[config.mk]
export PLATFORM = sky130hd
export DESIGN_NAME = song_event_scheduler
export DESIGN_NICKNAME = d
export VERILOG_FILES = /design/src/rtl/song_event_scheduler_pkg.sv /design/src/rtl/song_event_scheduler.sv
export SDC_FILE = /design/constraint.sdc
export NUM_CORES = 1
export LEC_CHECK = 0
export CORE_AREA = 3 3 112 87
export DETAILED_ROUTE_END_ITERATION = 7
export DIE_AREA = 0 0 115 90
export PLACE_DENSITY = 0.86
export SYNTH_ARGS = -nofsm -noshare
export SYNTH_HDL_FRONTEND = slang
export SYNTH_SLANG_ARGS = --single-unit
export TNS_END_PERCENT = 20
[constraint.sdc]
create_clock -name clk -period 4.55 [get_ports clk]
set_clock_uncertainty 0.15 [all_clocks]
set_input_delay 0.91 -clock clk [delete_from_list [all_inputs] [get_ports clk]]
set_output_delay 0.91 -clock clk [all_outputs]
set_load 0.05 [all_outputs]
[src/rtl/song_event_scheduler_pkg.sv]
// Shared definitions for the song event scheduler and its neighbours.
//   - TIME_W_DEF : default microsecond timestamp width (also used by the time counter)
//   - NOTE_W_DEF : default note code width
//   - state_t    : scheduler state encoding
//   - ROM word layout {last, note, time_us}: TIME_LSB, NOTE_LSB, LAST_BIT
package song_event_scheduler_pkg;

  localparam int unsigned TIME_W_DEF = 29;
  localparam int unsigned NOTE_W_DEF = 5;

  // ROM field offsets for the default widths
  localparam int unsigned TIME_LSB = 0;
  localparam int unsigned NOTE_LSB = TIME_W_DEF;
  localparam int unsigned LAST_BIT = TIME_W_DEF + NOTE_W_DEF;

  typedef enum logic [2:0] {
    S_IDLE,
    S_CLEAR,
    S_FETCH,
    S_LOAD,
    S_ARMED,
    S_ISSUE,
    S_PAUSED,
    S_DONE
  } state_t;

  // Field offsets for non-default widths
  function automatic int unsigned note_lsb(input int unsigned time_w);
    return time_w;
  endfunction

  function automatic int unsigned last_bit(input int unsigned time_w, input int unsigned note_w);
    return time_w + note_w;
  endfunction

endpackage

[src/rtl/song_event_scheduler.sv]
// Song playback scheduler. Fetches {last, note, time_us} events from a
// synchronous song ROM and offers each one to the note consumer over a
// valid/ready handshake once the microsecond time base reaches its timestamp.
// Ports:
//   clk, resetn        clock, asynchronous active-low reset
//   start/pause/abort  level controls from game control (abort > pause > start)
//   now_us             current microsecond count
//   timer_enable       run enable to the time counter
//   timer_clear        one-cycle clear to the time counter
//   rom_addr/rom_data  song ROM port (data valid one cycle after address)
//   evt_valid/ready    event handshake; evt_note/evt_time hold the event
//   busy/done          playback activity / song finished
//   overrun            sticky: time base wrapped before the last event
module song_event_scheduler
  import song_event_scheduler_pkg::*;
#(
  parameter int unsigned ADDR_W = 8,
  parameter int unsigned TIME_W = TIME_W_DEF,
  parameter int unsigned NOTE_W = NOTE_W_DEF
) (
  input  logic                       clk,
  input  logic                       resetn,
  input  logic                       start,
  input  logic                       pause,
  input  logic                       abort,
  input  logic [TIME_W-1:0]          now_us,
  output logic                       timer_enable,
  output logic                       timer_clear,
  output logic [ADDR_W-1:0]          rom_addr,
  input  logic [TIME_W+NOTE_W:0]     rom_data,
  output logic                       evt_valid,
  input  logic                       evt_ready,
  output logic [NOTE_W-1:0]          evt_note,
  output logic [TIME_W-1:0]          evt_time,
  output logic                       busy,
  output logic                       done,
  output logic                       overrun
);

  localparam int unsigned NLSB = note_lsb(TIME_W);
  localparam int unsigned LBIT = last_bit(TIME_W, NOTE_W);

  state_t              state;
  state_t              nxt;
  logic                last_q;
  logic                pause_pend;
  logic [TIME_W-1:0]   now_us_q;
  logic                wrap;
  logic                pause_req;
  logic [TIME_W-1:0]   rom_time;
  logic [NOTE_W-1:0]   rom_note;
  logic                rom_last;

  assign rom_time = rom_data[TIME_LSB +: TIME_W];
  assign rom_note = rom_data[NLSB +: NOTE_W];
  assign rom_last = rom_data[LBIT];

  assign wrap      = timer_enable && (state != S_CLEAR) && (now_us < now_us_q);
  assign pause_req = pause_pend || pause;

  always_comb begin
    nxt = state;
    if (abort) begin
      nxt = S_IDLE;
    end else if (wrap) begin
      nxt = S_DONE;
    end else begin
      case (state)
        S_IDLE, S_DONE: if (start) nxt = S_CLEAR;
        S_CLEAR:        nxt = S_FETCH;
        S_FETCH:        nxt = S_LOAD;
        // Pause is honoured only around ARMED so an offered event is never withdrawn
        S_LOAD:         nxt = pause_req ? S_PAUSED : S_ARMED;
        S_ARMED: begin
          if (pause_req)              nxt = S_PAUSED;
          else if (now_us >= evt_time) nxt = S_ISSUE;
        end
        S_ISSUE:        if (evt_ready) nxt = last_q ? S_DONE : S_FETCH;
        S_PAUSED:       if (start && !pause) nxt = S_FETCH;
        default:        nxt = S_IDLE;
      endcase
    end
  end

  always_ff @(posedge clk or negedge resetn) begin
    if (!resetn) begin
      state        <= S_IDLE;
      timer_enable <= 1'b0;
      timer_clear  <= 1'b0;
      rom_addr     <= '0;
      evt_valid    <= 1'b0;
      evt_note     <= '0;
      evt_time     <= '0;
      busy         <= 1'b0;
      done         <= 1'b0;
      overrun      <= 1'b0;
      last_q       <= 1'b0;
      pause_pend   <= 1'b0;
      now_us_q     <= '0;
    end else begin
      state        <= nxt;
      timer_enable <= (nxt == S_FETCH) || (nxt == S_LOAD) || (nxt == S_ARMED) || (nxt == S_ISSUE);
      timer_clear  <= abort || (nxt == S_CLEAR);
      evt_valid    <= (nxt == S_ISSUE);
      busy         <= (nxt != S_IDLE) && (nxt != S_DONE);
      done         <= (nxt == S_DONE);

      // The counter reads zero once CLEAR ends; seeding the history with zero
      // keeps the stale pre-clear count from looking like a wrap in FETCH.
      now_us_q <= (state == S_CLEAR) ? '0 : now_us;

      if (state == S_CLEAR) begin
        rom_addr <= '0;
        overrun  <= 1'b0;
      end else begin
        if (!abort && wrap) overrun <= 1'b1;
        if (state == S_ISSUE && nxt == S_FETCH) rom_addr <= rom_addr + 1'b1;
      end

      if (state == S_LOAD) begin
        evt_time <= rom_time;
        evt_note <= rom_note;
        last_q   <= rom_last;
      end

      if (abort || nxt == S_PAUSED)
        pause_pend <= 1'b0;
      else if (pause && state != S_IDLE && state != S_DONE && state != S_PAUSED)
        pause_pend <= 1'b1;
    end
  end

endmodule

==> results of run 1 <==
## power by group
group	leakage [nW]	internal (mW)	switching, mW
Combinational	1.73	0.833	1.28
Sequential	0.997	0.993	0.196
Clock	0.128	0.390	0.262
Total	2.86	2.22	1.74
## routing by layer
| metal | part of all wire | wire length [µm] |
|---|---|---|
| met3 | 0.050 | 552 |
| met1 | 0.44 | 4880 |
| met5 | 0 | 0 |
| met4 | 0.014 | 149 |
| met2 | 0.49 | 5400 |
## worst paths after layout
check,startpoint,endpoint
min in group asynchronous,resetn,evt_note[4]
worst max-delay path,now_us[16],rom_addr[0]
worst max register to register,state[2],rom_addr[0]
max in group asynchronous,resetn,evt_time[24]
worst min register to register,overrun,overrun
worst min-delay path,overrun,overrun
## cell families after synthesis
group,count (synthesis),share of synthesized area
buffers and inverters,75,0.0634
AND/OR/NAND/NOR,115,0.140
flip-flops,82,0.444
AO/OA/AOI/OAI,71,0.0992
XOR/XNOR,1,0.00190
adder cells (fa/ha/maj),58,0.157
multiplexers,39,0.0940
## cell type report
type / instances / share of cell area
Inverter: 62 / 0.0380
Tap cell: 108 / 0.0220
Clock buffer: 13 / 0.0425
Sequential cell: 82 / 0.335
Multi-Input combinational cell: 284 / 0.371
Timing Repair Buffer: 118 / 0.192
## placed cells by master (no fill, tap or decap), types with 2 or more instances in the layout
cell,count
o31ai_1,2
clkbuf_8,2
mux2_2,35
and3_1,2
a211oi_1,3
a21oi_1,29
nor2_1,14
or2_2,2
o21a_1,3
buf_4,2
nand3_1,7
nor3b_1,3
o21bai_1,2
ha_1,58
clkdlybuf4s50_1,116
clkbuf_16,9
nand4_1,10
nor3_1,6
a31oi_1,2
dfrtp_1,82
nand2_1,24
mux2i_1,4
clkbuf_1,2
and2_1,29
o41ai_1,3
nor2b_1,4
a21o_1,4
or3_1,3
inv_1,62
o21ai_0,12
or4b_1,3
## sequential cells by signal, summed over array words and instances, names as in the netlist
signal,flops
overrun,1
evt_valid,1
evt_time,29
state,3
last_q,1
pause_pend,1
busy,1
timer_enable,1
rom_addr,8
done,1
timer_clear,1
evt_note,5
now_us_q,29
## through the flow
step           hold WS (ps)  instances  setup slack, ps
2_1_floorplan           330        441             1480
3_3_place_gp            313        654              817
3_5_place_dp            320        654              702
4_1_cts                 338        667             1060
5_1_grt                 359        667              825
6_report                339        667             1020
==> impl_metrics.csv, run 1 <==
group,metric,value,unit
timing,tightestPinTransition,1050,ps
drt,detail_route.wirelength,11000,µm
timing,setup-violations-final,0,
cts,cts_root_buffer,"clkbuf_16",
worst_setup_path,r2r_slack,1530,ps
drt,first_iter_violations,140,
placed_design,io_buffer_count,117,
finish,num-fill-cells,630,
logic_synthesis,synthCells,441,
worst_setup_path,critical_path_arrival,3620,ps
worst_setup_path,start_kind,"input port",
timing,max_slew_margin,0.300,
worst_setup_path,slowest_delay,560,ps
drt,final_antenna_net_count,0,
worst_setup_path,slowest_stage,"a21oi_2",
worst_setup_path,crit_path_end_kind,"flip-flop",
pwr,peakVddDrop,0.000499,V
grt,grt_pass1_vias,3816,
logic_synthesis,yosysMostFrequentCell,"dfrtp_1",
worst_setup_path,crit_family,"compound AO/OA/AOI/OAI gates",
logic_synthesis,postSynth.asyncResetShare,1.00,
logic_synthesis,yosys_warnings,0,
finish,regArea,2050,µm²
grt,gr-total-overflow,0,
timing,rsz0062_at_grt,"no",
job,cap_violations,0,
cts,htreeDepth,3,
outcome,status,"finished, final reports clean",
drt,wl_per_cell,16.5,µm
cts,cts_made_buffers,9,
finish,final_cell_area,6130,µm²
finish,post-route-util,0.716,
grt,grtUsageTotal,0.225,
worst_setup_path,cp.depth,9,
finish,multiInputGateArea,2270,µm²
grt,grt_pass1_wl,18500,µm
floorplanning,io_pins,118,
placed_design,gp_congestion,0.846,
pwr,power,3.95,mW
cts,cts.sinks,82,
floorplanning,die_w,115,µm
placed_design,hpwl,8200,µm
logic_synthesis,netlist_area,4620,µm²
finish,diodes,0,
logic_synthesis,synthFlopType,"dfrtp_1",
worst_setup_path,critPathKind,"input port to flip-flop",
timing,tns,0,ps
finish,nNetsFinal,685,
worst_setup_path,cp_cell_sequence,"clkdlybuf4s50_1 -> ha_1 -> a21oi_1 -> o21ai_0 -> a221o_1 -> a211o_1 -> a21oi_2 -> nor2_1 -> mux2i_1",
cts,clkSlewWorstSetupHoldPaths,50,ps
logic_synthesis,yosys-top-cells-count,"dfrtp_1 (82), inv_1 (62), ha_1 (58)",
logic_synthesis,avgSynthCellArea,10.5,µm²
finish,area_growth,32.7,%
logic_synthesis,yosysSeqAreaShare,0.444,
floorplanning,std_cell_rows,29,
logic_synthesis,netlist_top_cells_area,"dfrtp_1 (44%), ha_1 (16%), mux2_2 (8.5%), inv_1 (5.0%), and2_1 (3.9%)",
timing,slew_violations,0,
logic_synthesis,synth_top_area_cell,"dfrtp_1",
worst_setup_path,cp_max_fo,19,
worst_setup_path,reg2reg_depth,6,
cts,cts_buffer_depth,2,
logic_synthesis,synth_top_cell_area_share,0.444,
timing,period_minus_slack,3530,ps
logic_synthesis,synth_edf_count,0,
logic_synthesis,synthDistinctLibCells,50,
drt,via_per_inst,5.32,
timing,fmax,0.284,GHz
drt,route.detailed.drc,0,
pwr,leakage,2.86,nW
floorplanning,start_util,0.539,
finish,drive_above_1_share,0.102,
drt,dr.pass1.iters,5,
timing,hold_violations,0,
grt,met2_usage,0.375,
worst_setup_path,critPathBufInv,1,
logic_synthesis,synth_fp_nets,569,
cts,clock_latency,330,ps
timing,finalCritPeriodShare,0.775,
worst_setup_path,worst_ep_required_time,4650,ps
floorplanning,die_h,90,µm
pwr,powerDensity,645,nW/µm²
cts,ctsResizeCount,0,
cts,cts_setup_buffers,0,
cts,hold_buffers,0,
grt,antenna_found_initial,0,
hold_path,whs_path_depth,1,
grt,grt_start_max_net_pins,83,
hold_path,hp-class,"flip-flop to flip-flop",
placed_design,dpl_cell_area,5870,µm²
floorplanning,dieArea,10400,µm²
logic_synthesis,ys_ff_latch,82,
grt,gr-max-usage-layer,"met2",
grt,use_met3,0.0517,
drt,vias,3551,
cts,cts_tree,"built",
floorplanning,core-area,8560,µm²
grt,met1_usage,0.289,
(Power assumes the default switching activity.)
==> inputs of run 2 (changes only) <==
--- a/config.mk
+++ b/config.mk
@@ -5,10 +5,10 @@
 export SDC_FILE = /design/constraint.sdc
 export NUM_CORES = 1
 export LEC_CHECK = 0
-export CORE_AREA = 3 3 112 87
+export CORE_AREA = 3 3 115 90
 export DETAILED_ROUTE_END_ITERATION = 7
-export DIE_AREA = 0 0 115 90
-export PLACE_DENSITY = 0.86
+export DIE_AREA = 0 0 118 93
+export PLACE_DENSITY = 0.81
 export SYNTH_ARGS = -nofsm -noshare
 export SYNTH_HDL_FRONTEND = slang
 export SYNTH_SLANG_ARGS = --single-unit
==> constraint.sdc (replaced) <==
create_clock -name clk -period 3.5 [get_ports clk]
set_clock_uncertainty 0.15 [all_clocks]
set_input_delay 0.7 -clock clk [delete_from_list [all_inputs] [get_ports clk]]
set_output_delay 0.7 -clock clk [all_outputs]
set_load 0.05 [all_outputs]
==> run 2 against run 1 <==
Via count increased by 0.90%; sequential share of layout area decreased by 0.61 points; routed wire length decreased by 4.2%; power increased by 34%; largest power group unchanged; highest routed layer unchanged; final cell count increased by 4.5%; largest cell class unchanged; setup slack got worse by 570 ps; die area increased by 6.0%; flip-flop and latch count unchanged.
==> impl_metrics.csv, run 2 (synthesis gave the netlist of run 1 again) <==
group,metric,value,unit
timing,slew_violations,0,
worst_setup_path,critPathKind,"input port to flip-flop",
cts,cts_root_buffer,"clkbuf_16",
timing,tns,0,ps
hold_path,hold_start,"overrun",
grt,grt_pass1_vias,3764,
floorplanning,std_cell_rows,31,
worst_setup_path,cp_cell_sequence,"clkdlybuf4s50_1 -> ha_1 -> nand2_1 -> o21ai_0 -> a31oi_1 -> o41ai_1 -> a21oi_2 -> buf_4 -> or4b_1 -> a21oi_1",
worst_setup_path,cp_max_fo,17,
timing,period_minus_slack,3050,ps
cts,clkSlewWorstSetupHoldPaths,60,ps
worst_setup_path,r2r_slack,720,ps
timing,finalCritPeriodShare,0.871,
floorplanning,dieArea,11000,µm²
cts,cts.sinks,82,
drt,first_iter_violations,180,
pwr,powerDensity,847,nW/µm²
worst_setup_path,critical_path_arrival,3160,ps
worst_setup_path,worst_ep_required_time,3610,ps
floorplanning,start_util,0.490,
finish,diodes,0,
worst_setup_path,r2r-end,"rom_addr[6]",
floorplanning,core-area,9430,µm²
finish,final_cell_area,6240,µm²
outcome,status,"finished, final reports clean",
finish,largestRegisters,"evt_time (29), now_us_q (29), rom_addr (8)",
finish,layout_common_cells,"clkdlybuf4s50_1 (116), dfrtp_1 (82), inv_1 (62), ha_1 (58), mux2_2 (35)",
finish,nNetsFinal,688,
worst_setup_path,reg2reg_depth,7,
floorplanning,die_h,93,µm
placed_design,gp_congestion,0.867,
worst_setup_path,start_kind,"input port",
drt,vias,3583,
floorplanning,io_pins,118,
cts,hold_buffers,0,
cts,clock_latency,340,ps
drt,via_per_inst,5.14,
grt,antenna_found_initial,0,
finish,final_common_cell,"clkdlybuf4s50_1",
grt,gr-total-overflow,0,
timing,fmax,0.328,GHz
hold_path,min_to,"overrun",
cts,cts_tree,"built",
cts,cts_setup_buffers,0,
drt,final_antenna_net_count,0,
hold_path,whs_path_depth,1,
placed_design,dpl_cell_area,5920,µm²
finish,drive_above_1_share,0.112,
floorplanning,die_w,118,µm
finish,num-fill-cells,764,
cts,ctsResizeCount,0,
timing,hold_violations,0,
cts,htreeDepth,3,
grt,grtUsageTotal,0.201,
cts,cts_made_buffers,9,
placed_design,io_buffer_count,117,
pwr,peakVddDrop,0.000535,V
worst_setup_path,slowest_stage,"or4b_1",
worst_setup_path,reg2reg_from,"state[1]",
grt,grt_pass1_wl,17700,µm
grt,grt_start_max_net_pins,83,
cts,cts_buffer_depth,2,
pwr,leakage,2.89,nW
worst_setup_path,critPathBufInv,2,
worst_setup_path,crit_family,"compound AO/OA/AOI/OAI gates",
timing,rsz0062_at_grt,"no",
drt,dr.pass1.iters,4,
worst_setup_path,slowest_delay,470,ps
drt,route.detailed.drc,0,
drt,detail_route.wirelength,10500,µm
job,cap_violations,0,
timing,setup-violations-final,0,
finish,area_growth,35.2,%
worst_setup_path,crit_path_end_kind,"flip-flop",
timing,max_slew_margin,0.304,
timing,tightestPinTransition,1040,ps
hold_path,hp-class,"flip-flop to flip-flop",
placed_design,hpwl,7720,µm
drt,wl_per_cell,15.1,µm
-- run 2: how the worst max path moves through the flow --
stage / startpoint / endpoint / slack [ps] / cells past startpoint
after floorplan: now_us[16] / rom_addr[0] / 640 / 9
after global placement: now_us[2] / rom_addr[7] / 150 / 10
after detailed placement: now_us[2] / rom_addr[5] / 80 / 10
after CTS: now_us[2] / rom_addr[5] / 410 / 10
after global routing: now_us[2] / rom_addr[7] / 280 / 10
final: now_us[2] / rom_addr[5] / 450 / 10
-- run 2: where the power goes --
part           total, mW  switching (mW)  internal, mW
Clock               1.01           0.370         0.645
Combinational       2.74            1.65          1.09
Sequential          1.53           0.238          1.29
-- run 2: through the flow --
stage	setup slack, ps	std cells	util	hold slack [ps]	power, mW
5_1_grt	285	697	0.662	376	5.62
6_report	450	697	0.662	349	5.29
4_1_cts	408	697	0.662	349	5.34
3_5_place_dp	76.1	681	0.628	325	4.29
2_1_floorplan	636	441	-	254	3.40
3_3_place_gp	152	681	0.628	337	4.20
-- run 2: layout make-up --
cell class	count	area (µm²)	area share
clock buffer	12	246	0.0395
clock inverter	4	75.1	0.0120
inverter	62	233	0.0373
multi-input combinational	284	2270	0.364
sequential	82	2050	0.329
tap	132	165	0.0265
timing repair buffer	121	1200	0.192
-- run 2: worst reg2reg max path, stage by stage, from the launching register on --
cell and delay, ps:
dfrtp_1 490, nand2b_2 230, a32o_2 290, a221oi_4 390, nand3_4 170, or4b_1 550
or3_1 310, a21oi_1 130
-- run 2: metal layers --
layer	global-route usage	vias to the layer above	part of all wire	wire, µm
met5	0	-	0	0
met4	0.0576	0	0.0092	97
met3	0.0472	11	0.041	435
met2	0.336	95	0.48	5090
met1	0.264	1724	0.47	4900
li1	-	1753	-	-
==> inputs of run 3 (changes only) <==
--- a/config.mk
+++ b/config.mk
@@ -6,6 +6,7 @@
 export NUM_CORES = 1
 export LEC_CHECK = 0
 export CORE_AREA = 3 3 115 90
+export CTS_CLUSTER_SIZE = 12
 export DETAILED_ROUTE_END_ITERATION = 7
 export DIE_AREA = 0 0 118 93
 export PLACE_DENSITY = 0.81
==> results of run 3 <==
Final layout, timing and power as in run 2 (identical DEF).
